## config.mk

```make
export PLATFORM = sky130hd
export DESIGN_NAME = uart_rx_fifo_flat
export DESIGN_NICKNAME = d
export VERILOG_FILES = /design/src/rtl/uart_rx_fifo_if.sv /design/src/rtl/uart_rx_fifo.sv /design/src/flat_wrapper.sv
export SDC_FILE = /design/constraint.sdc
export NUM_CORES = 1
export LEC_CHECK = 0
export BUFFER_PORTS_ARGS = -buffer_cell sky130_fd_sc_hd__buf_2
export CAP_MARGIN = 20
export CORE_UTILIZATION = 56
export DETAILED_ROUTE_END_ITERATION = 6
export PLACE_DENSITY = 0.83
export RECOVER_POWER = 50
export SYNTH_ARGS = -nofsm -noshare
export SYNTH_HDL_FRONTEND = slang
export SYNTH_SLANG_ARGS = --single-unit
```

## constraint.sdc

```tcl
create_clock -name clk -period 3.2 [get_ports clk]
set_clock_uncertainty 0.1 [all_clocks]
set_input_delay 0.32 -clock clk [delete_from_list [all_inputs] [get_ports clk]]
set_output_delay 0.32 -clock clk [all_outputs]
set_load 0.01 [all_outputs]
```

## src/rtl/uart_rx_fifo_if.sv

```systemverilog
// Read-side bus between the MMIO decoder (master) and the UART receive FIFO (slave).
// Handshake: valid=1 means rdata holds the head byte; a one-cycle rd_en while valid pops it, and rd_en while !valid is ignored.
interface uart_rx_fifo_if #(
  parameter int DEPTH_LOG2 = 4
) ();
  logic                rd_en;
  logic                clr_err;
  logic [7:0]          rdata;
  logic                valid;
  logic [DEPTH_LOG2:0] count;
  logic                overrun;
  logic                frame_err;
  logic                busy;

  modport master (
    output rd_en, clr_err,
    input  rdata, valid, count, overrun, frame_err, busy
  );

  modport slave (
    input  rd_en, clr_err,
    output rdata, valid, count, overrun, frame_err, busy
  );
endinterface

```

## src/rtl/uart_rx_fifo.sv

```systemverilog
// 8N1 console receiver feeding a first-word-fall-through byte FIFO with sticky
// framing-error and overrun flags.
module uart_rx_fifo #(
  parameter int SERIAL_WCNT = 100,
  parameter int DEPTH_LOG2  = 4
) (
  input  logic              clk,
  input  logic              rst_async,
  input  logic              rxd,
  uart_rx_fifo_if.slave     bus,
  output logic [2:0]        dbg_state
);
  localparam int BW    = $clog2(SERIAL_WCNT);
  localparam int DEPTH = 1 << DEPTH_LOG2;

  typedef enum logic [2:0] {
    S_IDLE  = 3'd0,
    S_START = 3'd1,
    S_DATA  = 3'd2,
    S_STOP  = 3'd3,
    S_BREAK = 3'd4
  } state_t;

  state_t              state, state_next;
  logic                rxd_m, rxd_s;
  logic [BW-1:0]       bcnt, tgt_m1;
  logic                tick;
  logic [2:0]          bit_idx;
  logic [7:0]          shreg;
  logic                push, fe_set, shift_en;

  logic [7:0]          mem [DEPTH];
  logic [DEPTH_LOG2-1:0] wr_ptr, rd_ptr;
  logic [DEPTH_LOG2:0] cnt;
  logic                full, empty, do_pop, do_push, ovr_set;
  logic                overrun_q, frame_err_q;

  // Both stages reset high so a line held low after reset still needs a fresh edge.
  always_ff @(posedge clk or posedge rst_async) begin
    if (rst_async) begin
      rxd_m <= 1'b1;
      rxd_s <= 1'b1;
    end else begin
      rxd_m <= rxd;
      rxd_s <= rxd_m;
    end
  end

  always_comb begin
    tgt_m1 = (state == S_START) ? BW'(SERIAL_WCNT / 2 - 1) : BW'(SERIAL_WCNT - 1);
    tick   = (bcnt == tgt_m1);
  end

  always_comb begin
    state_next = state;
    push       = 1'b0;
    fe_set     = 1'b0;
    shift_en   = 1'b0;
    case (state)
      S_IDLE:  if (!rxd_s) state_next = S_START;
      S_START: if (tick) state_next = rxd_s ? S_IDLE : S_DATA;
      S_DATA: begin
        if (tick) begin
          shift_en = 1'b1;
          if (bit_idx == 3'd7) state_next = S_STOP;
        end
      end
      S_STOP: begin
        if (tick) begin
          if (rxd_s) begin
            push       = 1'b1;
            state_next = S_IDLE;
          end else begin
            fe_set     = 1'b1;
            state_next = S_BREAK;
          end
        end
      end
      S_BREAK: if (rxd_s) state_next = S_IDLE;
      default: state_next = S_IDLE;
    endcase
  end

  // The baud counter restarts on every state entry and on every bit tick.
  always_ff @(posedge clk or posedge rst_async) begin
    if (rst_async) begin
      state   <= S_IDLE;
      bcnt    <= '0;
      bit_idx <= '0;
      shreg   <= '0;
    end else begin
      state <= state_next;
      if (state_next != state || tick) bcnt <= '0;
      else                             bcnt <= bcnt + BW'(1);
      if (state == S_START)  bit_idx <= '0;
      else if (shift_en)     bit_idx <= bit_idx + 3'd1;
      if (shift_en) shreg <= {rxd_s, shreg[7:1]};
    end
  end

  always_comb begin
    full    = (cnt == (DEPTH_LOG2+1)'(DEPTH));
    empty   = (cnt == '0);
    do_pop  = bus.rd_en && !empty;
    do_push = push && (!full || do_pop);
    ovr_set = push && full && !do_pop;
  end

  always_ff @(posedge clk) begin
    if (do_push) mem[wr_ptr] <= shreg;
  end

  always_ff @(posedge clk or posedge rst_async) begin
    if (rst_async) begin
      wr_ptr      <= '0;
      rd_ptr      <= '0;
      cnt         <= '0;
      overrun_q   <= 1'b0;
      frame_err_q <= 1'b0;
    end else begin
      if (do_push) wr_ptr <= wr_ptr + DEPTH_LOG2'(1);
      if (do_pop)  rd_ptr <= rd_ptr + DEPTH_LOG2'(1);
      case ({do_push, do_pop})
        2'b10:   cnt <= cnt + (DEPTH_LOG2+1)'(1);
        2'b01:   cnt <= cnt - (DEPTH_LOG2+1)'(1);
        default: cnt <= cnt;
      endcase
      // A new error event in the clearing cycle keeps its flag set.
      overrun_q   <= (overrun_q   && !bus.clr_err) || ovr_set;
      frame_err_q <= (frame_err_q && !bus.clr_err) || fe_set;
    end
  end

  assign bus.rdata     = empty ? 8'h00 : mem[rd_ptr];
  assign bus.valid     = !empty;
  assign bus.count     = cnt;
  assign bus.overrun   = overrun_q;
  assign bus.frame_err = frame_err_q;
  assign bus.busy      = (state != S_IDLE);
  assign dbg_state     = state;
endmodule

```

## src/flat_wrapper.sv

```systemverilog
// flat-port wrapper written by rule: the top's interface ports become plain ports
module uart_rx_fifo_flat 
#(
  parameter int SERIAL_WCNT = 100,
  parameter int DEPTH_LOG2  = 4
)
  (clk, rst_async, rxd, dbg_state, bus_rd_en, bus_clr_err, bus_rdata, bus_valid, bus_count, bus_overrun, bus_frame_err, bus_busy);
  uart_rx_fifo_if #(.DEPTH_LOG2(DEPTH_LOG2)) bus_i ();
  input  logic clk;
  input  logic rst_async;
  input  logic rxd;
  output logic [2:0] dbg_state;
  input wire logic [$bits(bus_i.rd_en)-1:0] bus_rd_en;
  input wire logic [$bits(bus_i.clr_err)-1:0] bus_clr_err;
  output wire logic [$bits(bus_i.rdata)-1:0] bus_rdata;
  output wire logic [$bits(bus_i.valid)-1:0] bus_valid;
  output wire logic [$bits(bus_i.count)-1:0] bus_count;
  output wire logic [$bits(bus_i.overrun)-1:0] bus_overrun;
  output wire logic [$bits(bus_i.frame_err)-1:0] bus_frame_err;
  output wire logic [$bits(bus_i.busy)-1:0] bus_busy;
  assign bus_i.rd_en = bus_rd_en;
  assign bus_i.clr_err = bus_clr_err;
  assign bus_rdata = bus_i.rdata;
  assign bus_valid = bus_i.valid;
  assign bus_count = bus_i.count;
  assign bus_overrun = bus_i.overrun;
  assign bus_frame_err = bus_i.frame_err;
  assign bus_busy = bus_i.busy;
  uart_rx_fifo #(.SERIAL_WCNT(SERIAL_WCNT), .DEPTH_LOG2(DEPTH_LOG2)) u_core (.clk(clk), .rst_async(rst_async), .rxd(rxd), .bus(bus_i), .dbg_state(dbg_state));
endmodule
```

==> flow_metrics.env, run 1 <==
export IMPL_clock_latency_ns=0.42
export IMPL_clock_path_buffers=2
export IMPL_cts_sinks=166
export IMPL_cp_max_fo=15
export IMPL_grt_max_degree=33
export IMPL_vias=3627
export IMPL_cts_root_buf="clkbuf_16"
export IMPL_die_x_um=112
export IMPL_crit_required_ns=2.78
export IMPL_rsz0062_at_grt="no"
export IMPL_critPathLaunchType="flip-flop"
export IMPL_violations="design-rule violations"
export IMPL_leakagePower_nw=3.11
export IMPL_finalCritPeriodShare_pct=90.5
export IMPL_path_class="reg -> out"
export IMPL_crit_chain="buf_12 -> mux4_2 -> a22oi_1 -> a21oi_1 -> buf_2"
export IMPL_slew_violations=0
export IMPL_synth_distinct_cells=46
export IMPL_end_kind="output pin"
export IMPL_drive_gt1_share_pct=24.0
export IMPL_path_delay_family="flip-flops"
export IMPL_max_freq_ghz=0.345
export IMPL_design_area_um2=7720
export IMPL_post_dp_cell_area_um2=7150
export IMPL_worst_path_stages=5
export IMPL_num_io_pins=25
export IMPL_cts_buffers=17
export IMPL_tightest_slew_ns=1.46
export IMPL_syn_area_per_cell_um2=17.5
export IMPL_via_per_inst=6.21
export IMPL_synth_edf_count=128
export IMPL_routed_wl_um=13100
export IMPL_ctsHtreeMaxLevel=4
export IMPL_dp_hpwl_um=8350
export IMPL_irDropWorstVdd_mv=0.572
export IMPL_drc=2
export IMPL_slowest_delay_ns=0.67
export IMPL_antenna_found_initial=0
export IMPL_synth_top_cell_by_area="edfxtp_1"
export IMPL_reg2reg_depth=9
export IMPL_fp_coreArea_um2=11700
export IMPL_first_pass_iters=7
export IMPL_layout_nets=446
export IMPL_cp_arrival_ns=2.48
export IMPL_layout_setup_ws_ns=0.305
export IMPL_syn_inst=390
export IMPL_path_buf_inv=2
export IMPL_yosys_register_bits=166
export IMPL_period_needed_ns=2.90
export IMPL_synth_warning_count=0
export IMPL_seq_area_um2=4800
export IMPL_setup_viol=0
export IMPL_post_cts_resized=0
export IMPL_rows=39
export IMPL_relSlewSlack_pct=2.71
export IMPL_drt_iter0_drc=418
export IMPL_place_ws_ns=0.374
export IMPL_mostFrequentLayoutCells="edfxtp_1, dfrtp_1, mux4_2"
export IMPL_synth_nets=407
export IMPL_hold_path_class="in -> reg"
export IMPL_timing_setup_tns_ns=0
export IMPL_post_cts_setup_buffers=0
export IMPL_synthArstFlopShare_pct=22.9
export IMPL_synth_main_ff_cell="edfxtp_1"
export IMPL_grt_first_pass_wirelength_um=20300
export IMPL_fp_dieH_um=112
export IMPL_final_common_cell="edfxtp_1"
export IMPL_p_per_area_nw_per_um2=671
export IMPL_seq_area_frac_synth_pct=70.4
export IMPL_grt_total_usage_pct=22.6
export IMPL_maxCapViolCount=0
export IMPL_fin_cells=584
export IMPL_syn_area_um2=6820
export IMPL_io_buffers=24
export IMPL_place_gp_congestion=0.812
export IMPL_die_area_um2=12600
export IMPL_grt_pass1_vias=3718
export IMPL_ys_top_cells_by_area="edfxtp_1, dfrtp_1, mux4_2, ha_1, a22oi_1"
export IMPL_layout_area_overhead_vs_synth_pct=13.3
export IMPL_hold_depth=2
export IMPL_dpl_cell_count=551
export IMPL_hold_violations=0
export IMPL_antennaDiodeCount=0
export IMPL_synth_top_area_share_pct=56.4
export IMPL_fillers=766
export IMPL_final_antenna_net_count=0
export IMPL_grt_overflow_total=0
export IMPL_wl_per_cell_um=22.5
export IMPL_cts_tree="done"
export IMPL_clkTransAtPathRegs_ns=0.06
export IMPL_initial_utilization_pct=58.5
export IMPL_status="finished with violations"
export IMPL_multi_input_area_um2=1900
export IMPL_cp_slowest_cell="dfrtp_2"
==> metal layers <==
layer	GRT usage (%)	part of all wire, %	vias up
met5	0	0	-
met4	7.20	1.0	0
met3	5.78	6.7	14
met2	36.7	51	154
met1	30.3	41	1859
li1	-	-	1600
==> state kept, by name, summed over array words and instances (netlist names), 3 cells and up <==
signal,flops
u_core.dbg_state,3
u_core.bit_idx,3
u_core.bcnt,7
u_core.wr_ptr,4
u_core.rd_ptr,4
u_core.bus.count,5
u_core.mem,128
u_core.shreg,8
==> stage by stage <==
stage | hold slack, ns | util (%) | total power, mW
after floorplan | 0.224 | - | 3.09
after global placement | 0.231 | 61.3 | 3.28
after detailed placement | 0.240 | 61.3 | 3.30
after CTS | 0.00427 | 66.3 | 5.22
after global routing | 0.00250 | 66.2 | 5.36
final | 0.0160 | 66.2 | 5.18
==> cells in the mapped netlist (all sizes together) (2+ instances only) <==
cell    number
nor2b        5
mux2         9
nor3b        5
inv         14
nor4         4
a21oi       11
nand3        5
ha          11
nand2       10
edfxtp     128
o21ai        4
dfstp        2
a211oi       2
mux2i        4
nand4        6
mux4        32
xor2         6
xnor2       11
a22oi       16
clkbuf      11
nor2        23
buf          7
dfrtp       36
and2         9
==> cell type report <==
cell class                      instances  area share, %
Sequential cell                       166           62.1
Multi-Input combinational cell        192           24.6
Clock buffer                           18           5.56
Timing Repair Buffer                   38           3.01
Tap cell                              143           2.32
Clock inverter                         13           1.75
Inverter                               14          0.680
==> where the power goes <==
part / internal [mW] / switching, mW
logic: 0.355 / 0.395
registers: 2.36 / 0.131
clock network: 1.14 / 0.803
total: 3.86 / 1.33
==> kinds of logic after synthesis <==
family / synth area share (%)
AO/OA/AOI/OAI: 4.02
XOR/XNOR: 2.18
adder cells (fa/ha/maj): 2.31
buffers and inverters: 1.82
flip-flops: 70.4
multiplexers: 12.6
AND/OR/NAND/NOR: 6.66
==> worst paths after layout <==
path,slack (ns),end,from
setup / recovery,0.30,bus_rdata[5],u_core.rd_ptr[0]$_DFFE_PP0N_
hold / removal,0.02,u_core.bus.frame_err$_DFF_PP0_,bus_clr_err
setup reg to reg,0.37,u_core.bus.count[4]$_DFFE_PP0P_,u_core.bus.count[3]$_DFFE_PP0P_
hold reg to reg,0.26,u_core.rxd_s$_DFF_PP1_,u_core.rxd_m$_DFF_PP1_
max in group asynchronous,0.84,u_core.rd_ptr[0]$_DFFE_PP0N_,rst_async
min in group asynchronous,0.36,u_core.dbg_state[0]$_DFF_PP0_,rst_async
==> timing repair <==
| action | in CTS | in global routing |
|---|---|---|
| endpoints found under the hold margin | 11 | 0 |
| endpoints found under the setup margin | 0 | 0 |
| hold buffers | 2 | 0 |
==> worst reg2reg max path, cell delays in order, from the launching register on <==
cell,delay [ns]
dfrtp_1,0.42
or4_4,0.57
o21ai_2,0.28
nor2_1,0.21
ha_1,0.37
nor2b_1,0.14
o21a_1,0.13
o21ai_0,0.07
o2bb2a_1,0.32
xnor2_1,0.12
Power figures use the tool's default switching activity.
==> run 2, diff against run 1 <==
- BUFFER_PORTS_ARGS: -buffer_cell sky130_fd_sc_hd__buf_2 -> unset
- DONT_BUFFER_PORTS: unset -> 1
- PLACE_DENSITY: 0.83 -> 0.81
- SKIP_LAST_GASP: unset -> 1
==> run 2 against run 1 <==
  * The run still ends with design-rule violations left
  * Combinational power is 3.7% lower
  * Critical path type is now reg -> reg
  * Cell area fell by 0.89%
  * Highest routed layer unchanged
  * Via count fell by 3.7%
  * Clock-buffer cell count is 2 higher
==> flow_metrics.env, run 2 (same netlist as run 1, synthesis figures left out) <==
export IMPL_status="finished with violations"
export IMPL_violations="design-rule violations"
export IMPL_end_kind="flip-flop"
export IMPL_fin_cells=563
export IMPL_grt_max_degree=34
export IMPL_dpl_cell_count=528
export IMPL_clkTransAtPathRegs_ns=0.06
export IMPL_slew_violations=0
export IMPL_irDropWorstVdd_mv=0.464
export IMPL_grt_pass1_vias=3552
export IMPL_path_class="reg -> reg"
export IMPL_period_needed_ns=2.90
export IMPL_cp_slowest_cell="or4_4"
export IMPL_maxCapViolCount=0
export IMPL_final_common_cell="edfxtp_1"
export IMPL_timing_rr_start="u_core.bus.count[3]$_DFFE_PP0P_"
export IMPL_dp_hpwl_um=8030
export IMPL_postLayoutCoreUtil_pct=65.6
export IMPL_fp_dieH_um=112
export IMPL_rows=39
export IMPL_final_antenna_net_count=0
export IMPL_critPathLaunchType="flip-flop"
export IMPL_finalPower_mw=5.26
export IMPL_wl_per_cell_um=22.3
export IMPL_crit_chain="or4_4 -> o21ai_2 -> nor2_1 -> ha_1 -> nor2b_1 -> o21a_1 -> o21ai_0 -> o2bb2a_1 -> xnor2_1"
export IMPL_place_ws_ns=0.296
export IMPL_grt_total_usage_pct=22.0
export IMPL_num_io_pins=25
export IMPL_layout_setup_ws_ns=0.298
export IMPL_finalCritPeriodShare_pct=90.7
export IMPL_io_buffers=0
export IMPL_hold_path_class="in -> reg"
export IMPL_largestRegisters="u_core.mem: 128 flops, u_core.shreg: 8 flops, u_core.bcnt: 7 flops"
export IMPL_fp_coreArea_um2=11700
export IMPL_grt_util_met3_pct=6.59
export IMPL_drt_iter0_drc=347
export IMPL_clock_path_buffers=2
export IMPL_mostFrequentLayoutCells="edfxtp_1, dfrtp_1, mux4_2"
export IMPL_die_area_um2=12600
export IMPL_routed_wl_um=12500
export IMPL_via_per_inst=6.20
export IMPL_antennaDiodeCount=0
export IMPL_hold_violations=0
export IMPL_layout_area_overhead_vs_synth_pct=12.3
export IMPL_place_gp_congestion=0.792
export IMPL_top_register="u_core.mem"
export IMPL_ctsHtreeMaxLevel=4
export IMPL_grt_first_pass_wirelength_um=19600
export IMPL_tightest_slew_ns=1.17
export IMPL_max_freq_ghz=0.345
export IMPL_post_cts_setup_buffers=0
export IMPL_die_x_um=112
export IMPL_timing_setup_tns_ns=0
export IMPL_layout_nets=424
export IMPL_rsz0062_at_grt="no"
export IMPL_largest_reg_flops=128
export IMPL_setup_viol=0
export IMPL_busiest_layer="met2"
export IMPL_crit_required_ns=3.40
export IMPL_cts_sinks=166
export IMPL_cts_buffers=17
export IMPL_vias=3491
export IMPL_initial_utilization_pct=58.5
export IMPL_clock_latency_ns=0.42
export IMPL_first_pass_iters=7
export IMPL_cp_arrival_ns=3.10
export IMPL_slowest_delay_ns=0.58
export IMPL_drive_gt1_share_pct=19.8
export IMPL_grtUsageMet2_pct=34.8
export IMPL_cp_max_fo=6
export IMPL_hold_start="bus_rd_en"
export IMPL_cts_root_buf="clkbuf_16"
export IMPL_cp_startpoint="u_core.bus.count[3]$_DFFE_PP0P_"
export IMPL_cts_tree="done"
export IMPL_antenna_found_initial=0
export IMPL_leakagePower_nw=3.02
export IMPL_use_met1_pct=29.9
export IMPL_drc=2
export IMPL_relSlewSlack_pct=22.2
export IMPL_grt_overflow_total=0
export IMPL_p_per_area_nw_per_um2=687
## run 2: changes by cell type in the layout (fill, tap and decap cells not counted), sizes merged
| cell | previous run | this run |
|---|---|---|
| dlygate4sd3 | 2 | 3 |
| clkinv | 11 | 6 |
| bufinv | 2 | 4 |
| buf | 30 | 11 |
| clkinvlp | 0 | 2 |
| clkbuf | 24 | 22 |
## run 2: area by class of cell
cell class,count,area [um2]
Sequential cell,166,4800
Inverter,14,52.6
Tap cell,143,179
Fill cell,785,4010
Clock inverter,12,159
Clock buffer,20,437
Multi-Input combinational cell,192,1900
Timing Repair Buffer,16,133
## run 2: what timing repair did
action / 4_1_cts / 5_1_grt
hold endpoints to repair: 17 / 0
hold buffers: 3 / 0
resized for setup: 0 / 0
endpoints found under the setup margin: 0 / 0
## run 2: per-layer routing
metal | part of all wire, % | up-vias
met1 | 42 | 1801
met4 | 1.6 | 0
met3 | 5.9 | 18
met2 | 50 | 114
met5 | 0 | -
li1 | - | 1558
## run 2: worst max-delay path: cells and delay by family, from the launching register on
family,cells,cell delay (ns)
compound gates,4,0.81
xor+xnor,1,0.12
flops,1,0.44
fa+ha+maj,1,0.37
simple gates,3,0.93
## run 2: final timing paths
kind	end	slack [ns]	cells after the start
worst max-delay path	u_core.bus.count[4]$_DFFE_PP0P_	0.30	9
worst min-delay path	u_core.rd_ptr[0]$_DFFE_PP0N_	0.03	2
worst max register to register	u_core.bus.count[4]$_DFFE_PP0P_	0.30	9
worst min register to register	u_core.rxd_s$_DFF_PP1_	0.26	0
max in group asynchronous	u_core.rd_ptr[0]$_DFFE_PP0N_	1.14	3
min in group asynchronous	u_core.bus.frame_err$_DFF_PP0_	0.31	2
## run 2: power breakdown
part	total, mW	switching, mW	internal (mW)
Combinational	0.722	0.393	0.329
Clock	2.05	0.761	1.29
Sequential	2.48	0.122	2.36
Total	5.26	1.28	3.98
## run 2: per-stage QoR
stage	hold slack [ns]	area, um2
floorplan	0.224	6820
global placement	0.205	7040
detailed placement	0.216	7040
CTS	0.0186	7660
global route	0.0165	7650
finish	0.0329	7650
==> run 3, diff against run 2 <==
- PLACE_DENSITY: 0.81 -> 0.84
- clock period: 3.2 -> 2.65 ns (I/O delays scaled with it)
==> run 3 against run 2 <==
  * Largest power group unchanged
  * Core utilization rose by 0.90 points
  * The run still ends with design-rule violations left
  * First-iteration DRC count fell by 18%
  * Global-route usage rose by 1.6 points
  * Register-to-register slack got worse by 0.26 ns
  * Critical path depth fell by 4
  * Clock-buffer cell count fell by 2
  * Critical path type unchanged
==> flow_metrics.env, run 3 (same netlist as run 1, synthesis figures left out) <==
export IMPL_status="finished with violations"
export IMPL_violations="design-rule violations"
export IMPL_grt_overflow_total=0
export IMPL_path_class="reg -> reg"
export IMPL_first_pass_iters=7
export IMPL_fp_coreArea_um2=11700
export IMPL_power_switching_mw=1.63
export IMPL_period_needed_ns=2.61
export IMPL_slew_violations=0
export IMPL_place_gp_congestion=0.785
export IMPL_p_sw_share_pct=25.4
export IMPL_crit_required_ns=2.61
export IMPL_die_x_um=112
export IMPL_p_int_mw=4.79
export IMPL_routed_wl_um=13500
export IMPL_antenna_found_initial=0
export IMPL_comb_power_share_pct=15.4
export IMPL_hold_path_class="in -> reg"
export IMPL_setup_viol=0
export IMPL_p_clk_share_pct=38.7
export IMPL_antennaDiodeCount=0
export IMPL_cp_max_fo=8
export IMPL_largestRegisters="u_core.mem: 128 flops, u_core.shreg: 8 flops, u_core.bcnt: 7 flops"
export IMPL_initial_utilization_pct=58.5
export IMPL_finalPower_mw=6.42
export IMPL_cp_arrival_ns=2.57
export IMPL_relSlewSlack_pct=38.1
export IMPL_fp_dieH_um=112
export IMPL_die_area_um2=12600
export IMPL_rows=39
export IMPL_post_dp_cell_area_um2=7110
export IMPL_clkTransAtPathRegs_ns=0.06
export IMPL_largest_reg_flops=128
export IMPL_cts_tree="done"
export IMPL_via_per_inst=6.24
export IMPL_grt_max_degree=39
export IMPL_layout_area_overhead_vs_synth_pct=13.8
export IMPL_num_io_pins=25
export IMPL_drc=2
export IMPL_place_ws_ns=-0.0188
export IMPL_cts_root_buf="clkbuf_16"
export IMPL_grt_first_pass_wirelength_um=20900
export IMPL_use_met1_pct=28.6
export IMPL_wl_per_cell_um=23.6
export IMPL_cts_buffers=17
export IMPL_timing_setup_tns_ns=0
export IMPL_final_antenna_net_count=0
export IMPL_rsz0062_at_grt="yes"
export IMPL_layout_setup_ws_ns=0.0408
export IMPL_layout_nets=433
export IMPL_clock_latency_ns=0.42
export IMPL_grt_total_usage_pct=23.6
export IMPL_grt_util_met3_pct=9.13
export IMPL_leakagePower_nw=3.09
export IMPL_busiest_layer="met2"
export IMPL_postLayoutCoreUtil_pct=66.5
export IMPL_p_per_area_nw_per_um2=827
export IMPL_irDropWorstVdd_mv=0.520
export IMPL_whs_ns=0.0187
export IMPL_io_buffers=0
export IMPL_vias=3568
export IMPL_critPathLaunchType="flip-flop"
export IMPL_design_area_um2=7760
export IMPL_grt_pass1_vias=3686
export IMPL_dpl_cell_count=537
export IMPL_fin_cells=572
export IMPL_finalCritPeriodShare_pct=98.5
export IMPL_maxCapViolCount=0
export IMPL_grtUsageMet2_pct=37.9
export IMPL_ctsHtreeMaxLevel=4
export IMPL_mostFrequentLayoutCells="edfxtp_1, dfrtp_1, mux4_2"
export IMPL_max_freq_ghz=0.383
export IMPL_end_kind="flip-flop"
export IMPL_final_common_cell="edfxtp_1"
export IMPL_clock_path_buffers=2
export IMPL_power_frac_seq_pct=45.9
export IMPL_hold_violations=0
export IMPL_drive_gt1_share_pct=25.9
export IMPL_tightest_slew_ns=0.929
export IMPL_drt_iter0_drc=284
export IMPL_top_register="u_core.mem"
export IMPL_dp_hpwl_um=8460
export IMPL_cts_sinks=166
-- run 3: timing repair --
item,4_1_cts,5_1_grt
hold buffers,3,0
buffers inserted,0,0
endpoints found under the hold margin,39,0
gates resized for setup,4,6
endpoints found under the setup margin,32,96
-- run 3: worst paths after layout --
kind / startpoint / to / slack [ns] / cells after the start
max reg2reg: u_core.bcnt[3]$_DFF_PP0_ / u_core.mem[13][5]$_DFFE_PP_ / 0.04 / 5
max in group asynchronous: rst_async / u_core.rd_ptr[0]$_DFFE_PP0N_ / 1.34 / 3
min reg2reg: u_core.rxd_m$_DFF_PP1_ / u_core.rxd_s$_DFF_PP1_ / 0.26 / 0
max: u_core.bcnt[3]$_DFF_PP0_ / u_core.mem[13][5]$_DFFE_PP_ / 0.04 / 5
min in group asynchronous: rst_async / u_core.bcnt[2]$_DFF_PP0_ / 0.48 / 3
min: bus_rd_en / u_core.bus.overrun$_DFF_PP0_ / 0.02 / 2
-- run 3: layout make-up --
| class | instances | area [um2] |
|---|---|---|
| flip-flops and latches | 166 | 4800 |
| fillers | 751 | 3900 |
| multi-input cells | 192 | 1920 |
| clock buffers | 18 | 429 |
| repair buffers | 25 | 205 |
| well taps | 143 | 179 |
| clock inverters | 14 | 174 |
| inverters | 14 | 52.6 |
-- run 3: critical path, stage by stage (launching register included) --
cell and delay, ns:
dfrtp_1 0.38, nand4bb_1 0.30, nor4b_4 0.35, buf_4 0.18
nand4_1 0.25, nor2_1 0.68
-- run 3: per-layer routing --
metal / wire, um / part of all wire [%]
met1: 5160 / 38
met2: 6890 / 51
met3: 1050 / 7.7
met4: 422 / 3.1
met5: 0 / 0
-- run 3: power by group through the flow --
stage / combinational, mW / sequential [mW] / clock (mW)
after floorplan: 0.742 / 2.99 / 0
after global placement: 0.979 / 2.99 / 0
after detailed placement: 0.996 / 3.00 / 0
after CTS: 1.01 / 2.95 / 2.51
after global routing: 1.08 / 2.96 / 2.62
final: 0.986 / 2.95 / 2.49
